## src/rtl/spi_reg_sequencer.sv

```systemverilog
// Frame-level register sequencer behind an SPI byte receiver: header byte selects
// read/write and start address, following bytes stream data with auto-increment.
module spi_reg_sequencer #(
  parameter int          NREGS     = 16,
  parameter int          AW        = 4,
  parameter logic [7:0]  RESET_VAL = 8'h00
) (
  input  logic               clk,
  input  logic               rst,
  input  logic               SSEL,
  input  logic [7:0]         cmd,
  input  logic               cmd_valid,
  output logic [NREGS*8-1:0] regs,
  output logic               wr_strobe,
  output logic [AW-1:0]      wr_addr,
  output logic [7:0]         tx_byte,
  output logic               tx_load,
  output logic               addr_err
);

  typedef enum logic [2:0] {IDLE, HDR, WDATA, RDATA, DROP} state_t;

  state_t        state_q, state_d;
  logic [AW-1:0] ptr_q, ptr_d, ptr_inc, tx_addr;
  logic          addr_err_q, addr_err_d;
  logic          wr_en, tx_en;
  logic [7:0]    regs_q [NREGS];
  logic          wr_strobe_q, tx_load_q;
  logic [AW-1:0] wr_addr_q;
  logic [7:0]    tx_byte_q;

  // The synchroniser is left out of reset so a reset while SSEL is held low
  // cannot fabricate a falling edge; the frame must restart with a real edge.
  logic ssel_meta_q, ssel_sync_q, ssel_prev_q;
  logic ssel_fall, ssel_rise;

  always_ff @(posedge clk) begin
    ssel_meta_q <= SSEL;
    ssel_sync_q <= ssel_meta_q;
    ssel_prev_q <= ssel_sync_q;
  end

  assign ssel_fall = ssel_prev_q & ~ssel_sync_q;
  assign ssel_rise = ~ssel_prev_q & ssel_sync_q;

  assign ptr_inc = (ptr_q == AW'(NREGS - 1)) ? '0 : ptr_q + 1'b1;

  always_comb begin
    state_d    = state_q;
    ptr_d      = ptr_q;
    addr_err_d = addr_err_q;
    wr_en      = 1'b0;
    tx_en      = 1'b0;
    tx_addr    = ptr_q;
    case (state_q)
      HDR: if (cmd_valid) begin
        ptr_d = cmd[AW-1:0];
        if (int'(cmd[6:0]) >= NREGS) begin
          addr_err_d = 1'b1;
          state_d    = DROP;
        end else begin
          addr_err_d = 1'b0;
          if (cmd[7]) begin
            state_d = WDATA;
          end else begin
            state_d = RDATA;
            tx_en   = 1'b1;
            tx_addr = cmd[AW-1:0];
          end
        end
      end
      WDATA: if (cmd_valid) begin
        wr_en = 1'b1;
        ptr_d = ptr_inc;
      end
      RDATA: if (cmd_valid) begin
        ptr_d   = ptr_inc;
        tx_en   = 1'b1;
        tx_addr = ptr_inc;
      end
      default: ;
    endcase
    // A byte coinciding with frame end is still consumed above.
    if (state_q != IDLE && ssel_rise) state_d = IDLE;
    if (ssel_fall) state_d = HDR;
  end

  always_ff @(posedge clk) begin
    if (rst) begin
      state_q     <= IDLE;
      ptr_q       <= '0;
      addr_err_q  <= 1'b0;
      wr_strobe_q <= 1'b0;
      wr_addr_q   <= '0;
      tx_byte_q   <= 8'h00;
      tx_load_q   <= 1'b0;
      for (int i = 0; i < NREGS; i++) regs_q[i] <= RESET_VAL;
    end else begin
      state_q     <= state_d;
      ptr_q       <= ptr_d;
      addr_err_q  <= addr_err_d;
      wr_strobe_q <= wr_en;
      tx_load_q   <= tx_en;
      if (wr_en) begin
        regs_q[ptr_q] <= cmd;
        wr_addr_q     <= ptr_q;
      end
      if (tx_en) tx_byte_q <= regs_q[tx_addr];
    end
  end

  for (genvar g = 0; g < NREGS; g++) begin : g_flat
    assign regs[8*g +: 8] = regs_q[g];
  end

  assign wr_strobe = wr_strobe_q;
  assign wr_addr   = wr_addr_q;
  assign tx_byte   = tx_byte_q;
  assign tx_load   = tx_load_q;
  assign addr_err  = addr_err_q;

endmodule

```

## config.mk

```make
export PLATFORM = sky130hd
export DESIGN_NAME = spi_reg_sequencer
export DESIGN_NICKNAME = d
export VERILOG_FILES = /design/src/rtl/spi_reg_sequencer.sv
export SDC_FILE = /design/constraint.sdc
export NUM_CORES = 1
export LEC_CHECK = 0
export CORE_ASPECT_RATIO = 0.6
export CORE_MARGIN = 3
export CORE_UTILIZATION = 45
export CTS_BUF_LIST = sky130_fd_sc_hd__clkbuf_4
export DETAILED_ROUTE_END_ITERATION = 10
export GPL_TIMING_DRIVEN = 0
export PLACE_DENSITY_LB_ADDON = 0.08
export SLEW_MARGIN = 10
export SYNTH_ARGS = -nofsm -noshare
export SYNTH_HDL_FRONTEND = slang
export SYNTH_SLANG_ARGS = --single-unit
```

## constraint.sdc

```tcl
create_clock -name clk -period 3.4 [get_ports clk]
set_clock_uncertainty 0.1 [all_clocks]
set_input_delay 0.51 -clock clk [delete_from_list [all_inputs] [get_ports clk]]
set_output_delay 0.51 -clock clk [all_outputs]
set_load 0.05 [all_outputs]
```

==> metrics.md, run 1 <==
| Metric | Value |
|---|---|
| Initial antenna violation count | 2 |
| Num Clock Sinks | around 150 |
| Setup Viol. Count Final | 1 |
| Fmax | 0.292 GHz |
| Power after layout | 3810 uW |
| Drt wl/cell | ~23 um |
| Clock Pin Slew Worst Setup and Hold Paths | between 100 and 150 ps |
| CTS Hold Bufs | 0 |
| Hpwl dp | 18100 um |
| Failing checks | setup timing |
| Setup ws final | -28.2 ps |
| Overall routed net length | between 20000 and 25000 um |
| Leak | about 0.0034 uW |
| Worst EP required | about 3800 ps |
| I/O pin total | around 160 |
| Antenna diodes | 0 |
| DRC | 0 |
| Pin count of the biggest net entering global routing | 17 |
| Largest delay contributor family on the critical path | simple AND/OR/NAND/NOR gates |
| Yosys warns | 0 |
| Placeable Area | 15500 um^2 |
| Post-route antenna net violation count | 0 |
| Total GRT Usage | 0.272 |
| Die Area | roughly 18000 um^2 |
| Fin. max-slew vios | 0 |
| Mapped cell area | around 7200 um^2 |
| Placement Setup Slack | -578 ps |
| Status | complete, but fails checks |
| Die height | between 100 and 150 um |
| Post-route cell area | around 9300 um^2 |
| FFs w/ async S/R, synth | 0 |
| Proportion of layout cells with a drive suffix above 1 | 0.0872 |
| RSZ-0062 raised after global routing | no |
| Synth Instances | about 640 |
| Num rows | 35 |
| Fin nets | roughly 830 |
| Fin crit period | 3430 ps |
| Compound-Gate Fraction of Synth Area | 0.101 |
| Routed vias/inst | between 5 and 6 |
| Crit-path cells | clkdlybuf4s50_1, nor4_4, nand4_1, o311ai_2, nand3_1, a221oi_1, a21oi_1, nand4_1 |
| Layout fillers | ~1300 |
| CTS tree | built |
| Number of DRC markers in iteration 0 | 768 |
| First-pass GRT wire length | about 35000 um |
| Main combinational cell family by area after synthesis | simple AND/OR/NAND/NOR gates |
| Synth Area in Simple Gates | 0.232 |
| Routed vias | 6037 |
| Setup crit end kind | flop |
| Die width | roughly 170 um |
| Worst path slowest cell | a221oi_1 |
| Post-DP Area | 9020 um^2 |
| Clk_lat worst skew | 590 ps |
| Power Dens Cells | approximately 400 nW/um^2 |
| Critical path buffers and inverters | 1 |
| Final Hold Fails | 0 |
| Seq cells post-synth | around 150 |
| Post-synthesis adder-cell area fraction | 0.00692 |
| Fin crit share | 1.01 |
| Max-cap check violation count | 0 |
| Mux cell area share after synthesis | 0.0304 |
| Hold Path Class | reg -> reg |
| Netlist cell types | 51 |
| CP Max Fanout | 10 |
| CP arrival | 3850 ps |
| Synth Area in XOR/XNOR | 0 |
| GPL Wtd Cong | 0.929 |
| Slew headroom | 0.391 |
| Drt first pass iters | 7 |
| Area delta synth->final | 28.8% |
| VDD IR max | 181 uV |
| CTS Buffer Depth | 2 |
| Syn nets | ~660 |
| Post-synth EDFFs | ~130 |
| Port bufs | about 150 |
| Syn_area_per_cell | ~11 um^2 |
| CTS Root Cell | clkbuf_4 |
| Sequential share of the synthesized area | 0.601 |
| Setup Buffers After CTS | 0 |
| Vias in the first global route | approximately 5800 |
| Critical path class | in -> reg |
| Main synth FF type | edfxtp_1 |
| Peak per-stage delay on the critical path | approximately 760 ps |
| Cell repeated most along the worst path | nand4_1 |
| Crit path launch type | input pin |
| H-tree depth | 4 |
| Starting Density | 0.465 |
| Worst-margin pin slew | a little over 900 ps |
| Global route total overflow | 0 |
| CTS Buf Count | 17 |
metrics by stage:
| stage | utilization | TNS (ps) | std cells | hold WS (ps) |
|---|---|---|---|---|
| 5_1_grt | 0.599 | 0 | 1029 | 239 |
| 2_1_floorplan | - | 0 | 641 | 210 |
| 3_5_place_dp | 0.580 | -21520 | 997 | 216 |
| 6_report | 0.599 | -28.2 | 1029 | 245 |
| 3_3_place_gp | 0.580 | -18500 | 997 | 217 |
| 4_1_cts | 0.596 | 0 | 1029 | 243 |
Yosys cell counts, types with 2 or more instances:
| cell | instances | area (um^2) |
|---|---|---|
| nor3_1 | 8 | 40.0 |
| dfxtp_1 | 25 | 500 |
| buf_2 | 13 | 65.1 |
| buf_4 | 4 | 30.0 |
| a21oi_1 | 44 | 220 |
| a211oi_1 | 2 | 15.0 |
| a221oi_1 | 8 | 70.1 |
| mux2i_1 | 22 | 220 |
| ha_1 | 4 | 50.1 |
| a41oi_1 | 2 | 17.5 |
| nand2_1 | 87 | 327 |
| a22oi_1 | 7 | 52.6 |
| nor3b_2 | 2 | 25.0 |
| nor2_1 | 27 | 101 |
| a221o_1 | 7 | 70.1 |
| nand4_1 | 9 | 56.3 |
| a31oi_1 | 2 | 12.5 |
| and2_1 | 129 | 807 |
| clkbuf_1 | 18 | 67.6 |
| nand2b_1 | 6 | 37.5 |
| a21o_1 | 3 | 22.5 |
| inv_1 | 5 | 18.8 |
| or2_2 | 4 | 25.0 |
| o211ai_1 | 5 | 37.5 |
| o21ai_0 | 16 | 80.1 |
| nand3_1 | 21 | 105 |
| nand3b_1 | 7 | 52.6 |
| nor2b_1 | 4 | 25.0 |
| edfxtp_1 | 128 | 3840 |
flip-flops by register name (all words and copies together) (netlist names):
signal	flops
ptr_q	4
tx_byte	8
addr_err	1
wr_strobe	1
ssel_sync_q	1
ssel_meta_q	1
state_q	3
tx_load	1
ssel_prev_q	1
wr_addr	4
regs_q	128
report_power, final:
part	total (uW)	switching, uW	internal, uW
sequential	2130	45.5	2080
clock	1050	737	312
combinational	634	452	182
repair_timing:
action | 4_1_cts | 5_1_grt
gates resized for setup | 1 | 10
setup endpoints to repair | 1 | 59
pin swaps | 0 | 0
endpoints found under the hold margin | 0 | 0
gates cloned | 0 | 0
cell usage in the layout, fill, tap and decap left out, types with 5 or more instances in the layout:
| cell | count |
|---|---|
| a21oi_1 | 44 |
| a221o_1 | 7 |
| a221oi_1 | 5 |
| a22oi_1 | 7 |
| and2_1 | 129 |
| buf_2 | 13 |
| clkbuf_1 | 18 |
| clkbuf_4 | 18 |
| clkdlybuf4s50_1 | 153 |
| dfxtp_1 | 25 |
| edfxtp_1 | 128 |
| inv_1 | 5 |
| inv_6 | 6 |
| mux2i_1 | 22 |
| nand2_1 | 87 |
| nand2b_1 | 6 |
| nand3_1 | 21 |
| nand3b_1 | 7 |
| nand4_1 | 9 |
| nor2_1 | 27 |
| nor3_2 | 5 |
| o211ai_1 | 5 |
| o21ai_1 | 13 |
routing by layer:
layer  vias up  routed length [um]  GRT usage
li1       2650                   -          -
met1      2900               10600      0.426
met2       436                9830      0.373
met3        47                3210     0.0611
met4         4                 428     0.0817
met5         -                  28          0
layout make-up:
cell class              count  area [um^2]  share of cell area
plain buffers              37          189              0.0203
multi-input cells         446         2730               0.293
clock buffers              18          135              0.0145
repair buffers            153         1530               0.164
clock inverters            14          111              0.0120
inverters                   5         18.8             0.00202
flip-flops and latches    153         4340               0.467
well taps                 203          254              0.0273
worst paths after layout:
path / slack (ps) / startpoint / cells after the start / end
max: -30 / cmd[5] / 8 / tx_byte[5]
min: 240 / ssel_meta_q / 0 / ssel_sync_q
max reg2reg: 80 / state_q[1] / 7 / tx_byte[5]
min reg2reg: 240 / ssel_meta_q / 0 / ssel_sync_q
cells by family (layout without fill, tap and decap cells):
group	after synthesis	count (layout)
flip-flops	153	153
AND/OR/NAND/NOR	311	311
adder cells (fa/ha/maj)	4	4
multiplexers	22	22
AO/OA/AOI/OAI	109	109
buffers and inverters	42	227
(Power assumes the default switching activity.)
==> run 2: changes to the inputs <==
Settings changed: CTS_CLUSTER_DIAMETER from default to 30.
==> results of run 2 <==
Same layout as run 1: the final DEF is identical, and so are final timing and power.
